**config.mk**
```make
export PLATFORM = sky130hd
export DESIGN_NAME = memwb_pipe_reg
export DESIGN_NICKNAME = d
export VERILOG_FILES = /design/src/rtl/memwb_pipe_reg.sv
export SDC_FILE = /design/constraint.sdc
export NUM_CORES = 1
export LEC_CHECK = 0
export BUFFER_PORTS_ARGS = -buffer_cell sky130_fd_sc_hd__buf_2
export CAP_MARGIN = 20
export CORE_MARGIN = 2
export CORE_UTILIZATION = 48
export DETAILED_ROUTE_END_ITERATION = 8
export PLACE_DENSITY = 0.74
export SLEW_MARGIN = 20
export SYNTH_ARGS = -nofsm -noshare
export SYNTH_HDL_FRONTEND = slang
export SYNTH_SLANG_ARGS = --single-unit
```
**constraint.sdc**
```tcl
create_clock -name clk -period 1.7 [get_ports clk]
set_clock_uncertainty 0.2 [all_clocks]
set_input_delay 0.085 -clock clk [delete_from_list [all_inputs] [get_ports clk]]
set_output_delay 0.085 -clock clk [all_outputs]
set_load 0.02 [all_outputs]
```
**src/rtl/memwb_pipe_reg.sv**
```systemverilog
// MEM/WB pipeline register with a valid/ready handshake and a one-entry skid buffer.
// Overflowing beats have their register writes squashed and are tallied in a saturating counter.
module memwb_pipe_reg #(
  parameter int DW   = 16,
  parameter int OPW  = 4,
  parameter int RWW  = 3,
  parameter int CNTW = 8
) (
  input  logic            clk,
  input  logic            reset,
  input  logic            of,
  input  logic            flush,
  input  logic            in_valid,
  output logic            in_ready,
  input  logic [DW-1:0]   rd,
  input  logic [DW-1:0]   alu_out,
  input  logic [DW-1:0]   rd1,
  input  logic [DW-1:0]   rd15,
  input  logic [OPW-1:0]  op1,
  input  logic [OPW-1:0]  op2,
  input  logic [RWW-1:0]  reg_write,
  input  logic            f,
  output logic            out_valid,
  input  logic            out_ready,
  output logic [DW-1:0]   memwb_rd,
  output logic [DW-1:0]   memwb_alu_out,
  output logic [DW-1:0]   memwb_rd1,
  output logic [DW-1:0]   memwb_rd15,
  output logic [OPW-1:0]  memwb_op1,
  output logic [OPW-1:0]  memwb_op2,
  output logic [RWW-1:0]  memwb_reg_write,
  output logic            memwb_f,
  output logic            memwb_exc,
  output logic [CNTW-1:0] of_count
);

  // Beat layout: {rd, alu_out, rd1, rd15, op1, op2, reg_write, f, exc}
  localparam int PW = 4*DW + 2*OPW + RWW + 2;

  logic [PW-1:0]   in_beat;
  logic [PW-1:0]   out_reg;
  logic [PW-1:0]   skid_reg;
  logic            out_valid_reg;
  logic            skid_valid_reg;
  logic [CNTW-1:0] of_count_reg;
  logic [RWW-1:0]  reg_write_cap;
  logic            accept;
  logic            out_free;

  assign reg_write_cap = of ? {RWW{1'b0}} : reg_write;
  assign in_beat  = {rd, alu_out, rd1, rd15, op1, op2, reg_write_cap, f, of};
  assign in_ready = !skid_valid_reg;
  assign accept   = in_valid && in_ready && !flush;
  assign out_free = !out_valid_reg || out_ready;

  assign out_valid = out_valid_reg;
  assign of_count  = of_count_reg;
  assign {memwb_rd, memwb_alu_out, memwb_rd1, memwb_rd15, memwb_op1, memwb_op2,
          memwb_reg_write, memwb_f, memwb_exc} = out_reg;

  always_ff @(posedge clk) begin
    if (reset) begin
      out_valid_reg  <= 1'b0;
      skid_valid_reg <= 1'b0;
      out_reg        <= '0;
      skid_reg       <= '0;
      of_count_reg   <= '0;
    end else if (flush) begin
      // Flush empties the stage but leaves payloads and the squash count alone.
      out_valid_reg  <= 1'b0;
      skid_valid_reg <= 1'b0;
    end else begin
      if (accept && of && of_count_reg != {CNTW{1'b1}})
        of_count_reg <= of_count_reg + CNTW'(1);
      if (out_free) begin
        if (skid_valid_reg) begin
          out_reg        <= skid_reg;
          out_valid_reg  <= 1'b1;
          skid_valid_reg <= accept;
          if (accept)
            skid_reg <= in_beat;
        end else if (accept) begin
          out_reg       <= in_beat;
          out_valid_reg <= 1'b1;
        end else begin
          out_valid_reg <= 1'b0;
        end
      end else if (accept) begin
        // Output is stalled: park the beat so it is not lost.
        skid_reg       <= in_beat;
        skid_valid_reg <= 1'b1;
      end
    end
  end

endmodule

```
# Yosys cells after proc, flatten, opt, wreduce, memory -nomap -nowiden
# Cells that the tools add are included.
[op_classes]
add_sub_neg = 1
n_bitwise = 1
magnitude_cmp = 0
mul = 0
n_eq_ne = 2
n_shift = 0
muxes = 11
div_mod_pow = 0
reduce_logical = 14
[op_table]
columns = ["operator", "count"]
rows = [
  ["77-bit two-way mux", 5],
  ["8-bit by 1-bit adder with 8-bit output (second input constant)", 1],
  ["8-bit != test (second input constant)", 1],
  ["1-bit two-way mux", 5],
  ["1-bit logical AND", 4],
  ["2-bit AND reduction", 2],
  ["2-bit nonzero test", 2],
  ["1-bit logical NOT", 3],
  ["3-bit two-way mux", 1],
  ["3-bit AND reduction", 1],
  ["2-bit != test (second input constant)", 1],
  ["2-bit OR reduction", 1],
  ["1-bit logical OR", 1],
  ["1-bit inverter", 1],
]
[totals]
romBits = 0
inputBits = 82
register_bits = 164
mem_bits_rw = 0
latchBits = 0
mem_count = 0

# Logic depth before layout (Yosys ltp)
# Gate-level depths: netlist of run 1.
[depth]
depth_word = 6
ltp_mapped = 7
ltp_nobuf = 5

# Least setup slack after synthesis of run 1
# OpenSTA, ideal clock, no wires.
[synth_timing]
path_kind = "register -> register"
startpoint = "reg of_count_reg[0], in the netlist of_count[0]"
endpoint = "reg of_count_reg[7], in the netlist of_count[7]"
n_path_buf = 0
period_less_slack_ns = 1.790
stages_incl_launch_ff = 6
setup_slack_ns = -0.090
arrival_time_ns = 1.467
path_cell_list = "dfxtp_1 ha_1 nand3_1 o211ai_1 nor2_1 mux2_1"
[synth_via]
elab_chain_len = 3
word_cells_on_any_way = 4
classes_between = "add/sub: 1; eq/ne: 1; reduce/logical: 2"
[synth_rtl]
columns = ["element", "line", "text"]
rows = [
  ["start: declaration", "45", "logic [CNTW-1:0] of_count_reg;"],
  ["start signal: assignment", "74", "of_count_reg <= of_count_reg + CNTW'(1);"],
  ["branches (longest 3 deep; another with 8-bit by 1-bit adder with 8-bit output)", "--", ""],
]
# Several ways; the timed one is not identified.
# A chain may end at the register's enable or synchronous reset.

# Worst setup path in the final report of run 1
[layout_timing]
startpoint = "in out_ready"
endpoint = "reg out_reg[53]"
[layout_via]
elab_chain_len = 2
[layout_rtl]
columns = ["element", "line", "text"]
rows = [
  ["start: declaration", "24", "input logic out_ready,"],
  ["1-bit logical OR", "54", "assign out_free = !out_valid_reg || out_ready;"],
  ["3-bit AND reduction (no source line)", "--", ""],
  ["end signal: assignment", "77", "out_reg <= skid_reg;"],
  ["end signal: assignment", "83", "out_reg <= in_beat;"],
  ["end: declaration", "41", "logic [PW-1:0] out_reg;"],
]
# No other way between the ends.

==> run metrics, run 1 <==
first-pass GRT wire length 27.7 mm; area of the multi-input gates 3000 um2; worst setup path class input pin to flop; Clock Tree Root clkbuf_16; Hold Slack -0.165 ns; hold path cells 2; full die area 14600 um2; antenna viol nets, final 0; Final min period 1.66 ns; fin util 71.1%; CTS tree built; peak supply drop 549 uV; CTS clk-pin slew, worst paths 0.06 ns; Avg Cell Area, Syn 8.94 um2; H-tree levels 4; Die Y 121 um; Pins Over Slew Limit 0; number of DRC markers in iteration 0 414; Final nets 1070; Cells after Synth 731; Area Overhead vs Synth 44.0%; syn nets 814; row cnt 42; Total GRT Usage 23.7%; Num CTS Buffers 17; failing checks hold timing; clock sinks 164; Die Wd 121 um; #FFs+latches synth 164; # fillers 1031; fmax 602 MHz; vias in the first global route 5665; Seq/Total Area, Yosys 50.3%; vias 6144; status finished, violations left; gr ovfl total 0; worst-path fanout max 23; Hold Vio Cnt, Final 16; DP Wirelength 9.89 mm; RSZ-0062 raised after global routing yes; commonest non-fill, non-tap cell in the layout buf_2; hold crit path type input pin to flop; Pre-Repair DR Iteration Count 5; vias per cell 5.23; ratio of cells with drive above 1 in the final layout 26.5%; Yosys cell types 30; CP Launch Point out_ready; Static Leakage 3.69 nW; most frequent cells in the layout buf_2 (167), dfxtp_1 (160), nand2_1 (151); DRC 0; Inserted Diodes 0; Synth Warn # 0; beginning of the worst register-to-register path of_count[7]; total power 0.00903 W; Placed Cells 1047; CP Launch Type input pin; final WL 18.6 mm; Final setup viols 0; Layout Cells excl Fill 1175; Worst setup EP type flop; Min-Delay Startpoint reset; Worst-Skew Late Latency 0.41 ns; power per cell area 959 nW/um2; Setup TNS 0 ns; Synth Cell Area 6530 um2; Tcrit/Tclk final 97.7%; R2R depth 3; Port Buffer Count 168; IO Pins 169; worst slew pin tran 0.368 ns; CTS Buffer Depth 2; Placer Congestion 0.791; initial antenna violation count 0; core area 13200 um2; Max Cap Viol 0; Worst slew margin 75.5%; pin count of the biggest net entering global routing 84; WP data arrival 1.78 ns; worst path required time 1.82 ns; Reg area 3290 um2; WL/cell 15.9 um; Starting Density 49.3%
==> path summary, 6_finish.rpt <==
kind | endpoint | slack (ns)
max | out_reg[53] | 0.04
min reg2reg | skid_reg[72] | 0.25
min | of_count[6] | -0.16
max reg2reg | of_count[7] | 0.04
==> where the power goes <==
group / internal (W) / total (W) / leakage [nW] / switching, W
clock network: 0.00234 / 0.00383 / 0.288 / 0.00149
logic: 0.000518 / 0.00113 / 2.06 / 0.000608
registers: 0.00399 / 0.00407 / 1.34 / 0.0000797
total: 0.00685 / 0.00903 / 3.69 / 0.00218
==> per-stage QoR <==
step	instance area, um2	worst slack, ns
3_5_place_dp	7630	0.0166
6_report	9410	0.0388
5_1_grt	9410	-0.0197
3_3_place_gp	7630	0.0479
2_1_floorplan	6540	-0.000230
4_1_cts	9110	0.00111
==> synthesized netlist by cell type <==
cell         n  share of area, %
a211oi_1    78               9.0
a21oi_1     80               6.1
and2_1       1             0.096
and3_1       2              0.19
and4_1       1              0.13
and4bb_2     1              0.19
buf_2       19               1.5
buf_4       12               1.4
buf_6        4              0.69
clkbuf_1    26               1.5
dfxtp_1    164                50
ha_1         1              0.19
inv_1        1             0.057
mux2_1       1              0.17
mux2i_1     75                11
nand2_1    151               8.7
nand2b_4     2              0.42
nand3_1      1             0.077
nand3b_1     3              0.34
nand4_1      1             0.096
nor2_1      87               5.0
nor2b_1      1             0.096
nor3_4       1              0.25
nor3b_1      4              0.46
nor4_1       1             0.096
o2111ai_1    2              0.27
o211ai_1     3              0.34
o21ai_0      1             0.077
or3_1        1             0.096
xor2_1       6              0.80
==> layout make-up <==
cell class | instances | area share (%)
sequential | 164 | 35.0
clock buffer | 22 | 4.83
multi-input combinational | 505 | 31.9
inverter | 1 | 0.0399
tap | 176 | 2.34
timing repair buffer | 298 | 24.5
clock inverter | 9 | 1.37
==> worst max-delay path: stages <==
cell and delay (ns):
dlygate4sd3_1 0.56, buf_2 0.13, nand2b_4 0.13, nor3b_4 0.15
buf_4 0.17, bufbuf_16 0.30, a211oi_1 0.23
==> logic make-up (layout without fill, tap and decap cells) <==
logic type,Yosys count,after routing,share of synthesized area [%]
fa+ha+maj,1,1,0.192
mux,76,76,11.7
simple gates,258,258,16.2
xor+xnor,6,6,0.804
compound gates,164,164,15.8
flops,164,164,50.3
buf+inv,62,330,5.08
==> timing repair <==
item | CTS | global route
gates cloned | 2 | 6
pin swaps | 0 | 4
endpoints found under the setup margin | 3 | 145
hold buffers | 83 | 1
buffers inserted | 0 | 6
gates resized for setup | 1 | 22
hold endpoints to repair | 163 | 17
==> per-layer routing <==
layer	up-vias	wire (um)	GRT usage (%)
li1	3026	-	-
met5	-	0	0
met1	2863	7850	29.0
met4	0	571	10.8
met2	210	9380	40.1
met3	45	828	4.67
No activity file was read; power rests on OpenSTA's default activity.
==> run 2: changes to the inputs <==
--- a/config.mk
+++ b/config.mk
@@ -11,6 +11,7 @@
 export CORE_UTILIZATION = 48
 export DETAILED_ROUTE_END_ITERATION = 8
 export PLACE_DENSITY = 0.74
+export SETUP_SLACK_MARGIN = 0.2
 export SLEW_MARGIN = 20
 export SYNTH_ARGS = -nofsm -noshare
 export SYNTH_HDL_FRONTEND = slang
==> run metrics, run 2 (synthesis gave the netlist of run 1 again) <==
Worst slew margin 71.1% (-4.4 points); worst path required time 1.83 ns (about the same); WP data arrival 1.85 ns (+0.07 ns); core area 13200 um2 (unchanged); CTS clk-pin slew, worst paths 0.06 ns (about the same); commonest non-fill, non-tap cell in the layout buf_2; Final min period 1.72 ns (+0.0603 ns); CTS tree built; fmax 581 MHz (-3.5%); hold crit path type input pin to flop; Pre-Repair DR Iteration Count 5 (unchanged); Total GRT Usage 26.2% (+2.5 points); Inserted Diodes 0 (unchanged); Final setup viols 6 (+6); pre-CTS setup slack -0.00762 ns (-0.0242 ns); Hold Vio Cnt, Final 0 (-16); vias in the first global route 6067 (+7.1%); total power 0.00898 W (-0.53%); pin count of the biggest net entering global routing 53 (-37%); worst slew pin tran 0.434 ns (+0.0657 ns); gr ovfl total 0 (unchanged); RSZ-0062 raised after global routing yes; Layout Cells excl Fill 1197 (+1.9%); worst setup path class flop to flop; Static Leakage 4.00 nW (+8.4%); status finished, violations left; Clock Tree Root clkbuf_16; Placed Cells 1034 (-1.2%); R2R depth 7 (+4); Port Buffer Count 168 (unchanged); beginning of the worst register-to-register path skid_valid_reg; H-tree levels 4 (unchanged); final WL 23.8 mm (+28%); power per cell area 861 nW/um2 (-10%); vias per cell 5.71 (+9.2%); most frequent cells in the layout buf_2 (167), dfxtp_1 (155), nand2_1 (133); failing checks setup timing; Worst-Skew Late Latency 0.42 ns (about the same); Max Cap Viol 0 (unchanged); CP Launch Point skid_valid_reg; Placer Congestion 0.776 (-1.9%); Die Y 121 um (unchanged); Pins Over Slew Limit 0 (unchanged); DP Wirelength 9.82 mm (-0.75%); Reg area 3310 um2 (+0.65%); area of the multi-input gates 3430 um2 (+14%); initial antenna violation count 1 (+1); ratio of cells with drive above 1 in the final layout 38.3% (+12 points); row cnt 42 (unchanged); Die Wd 121 um (unchanged); slack of the critical path -0.0215 ns (-0.0603 ns); # fillers 806 (-22%); CP Launch Type flop; worst-path fanout max 11 (-52%); IO Pins 169 (unchanged); Final nets 1095 (+2.3%); number of DRC markers in iteration 0 590 (+43%); first-pass GRT wire length 30.2 mm (+9.2%); Starting Density 49.3% (unchanged); peak supply drop 581 uV (+6.0%); Tcrit/Tclk final 101% (+3.5 points); Num CTS Buffers 17 (unchanged); Area Overhead vs Synth 59.6%; antenna viol nets, final 0 (unchanged); clock sinks 164 (unchanged); WL/cell 19.9 um (+26%); vias 6837 (+11%); Worst setup EP type flop; Min-Delay Startpoint out_ready; CTS Buffer Depth 2 (unchanged); DRC 0 (unchanged); full die area 14600 um2 (unchanged); hold path cells 4 (+2)
==> run 2: cell count changes in the layout (fill, tap and decap cells not counted), moves of 7 or more <==
cell,before,now
a211oi_1,68,18
a211oi_2,10,60
a21oi_1,80,57
a21oi_2,0,23
nand2_1,151,133
nand2_2,0,17
buf_12,8,21
clkbuf_16,23,34
buf_16,0,7
==> run 2: report_power, final <==
part / internal (W) / switching [W] / leakage [nW] / total [W]
logic: 0.000670 / 0.000769 / 2.40 / 0.00144
clock network: 0.00200 / 0.00148 / 0.253 / 0.00347
registers: 0.00398 / 0.0000858 / 1.34 / 0.00407
==> run 2: layer usage <==
metal	GRT usage [%]	routed length, um	vias up
met4	12.1	920	2
met5	0	7	-
met3	5.38	1800	97
li1	-	-	3080
met1	33.0	9580	3298
met2	43.0	11500	360
==> run 2: layout make-up <==
class / count / share of cell area [%]
Inverter: 1 / 0.0360
Multi-Input combinational cell: 505 / 32.9
Clock buffer: 24 / 4.73
Timing Repair Buffer: 323 / 28.3
Tap cell: 176 / 2.11
Sequential cell: 164 / 31.8
Clock inverter: 4 / 0.228
==> run 2: worst paths after layout <==
check                   endpoint  slack, ns
hold / removal    skid_valid_reg       0.02
setup / recovery     out_reg[54]      -0.02
setup reg to reg     out_reg[54]      -0.02
hold reg to reg     skid_reg[20]       0.25
==> run 2: critical path: stages, from the launching register on <==
cell,delay [ns]
dfxtp_4,0.41
nor2_4,0.06
nor3b_4,0.21
buf_6,0.17
buf_12,0.13
buf_16,0.14
nor2_1,0.08
a211oi_2,0.22
==> run 2: what timing repair did <==
action / 4_1_cts / 5_1_grt
setup endpoints to repair: 158 / 165
hold endpoints to repair: 158 / 0
setup buffers: 15 / 10
hold buffers: 80 / 0
gates resized for setup: 43 / 99
pin swaps: 9 / 48
cloned: 7 / 23
==> run 2: through the flow <==
stage / setup TNS, ns / hold slack, ns / instance area (um2) / util (%)
finish: -0.0365 / 0.0173 / 10400 / 78.7
global route: -0.457 / 0.0253 / 10400 / 78.7
CTS: 0 / -0.0901 / 9460 / 71.4
detailed placement: -0.00914 / 0.141 / 7630 / 57.6
global placement: -0.00385 / 0.121 / 7630 / 57.6
floorplan: 0 / -0.0463 / 6610 / -
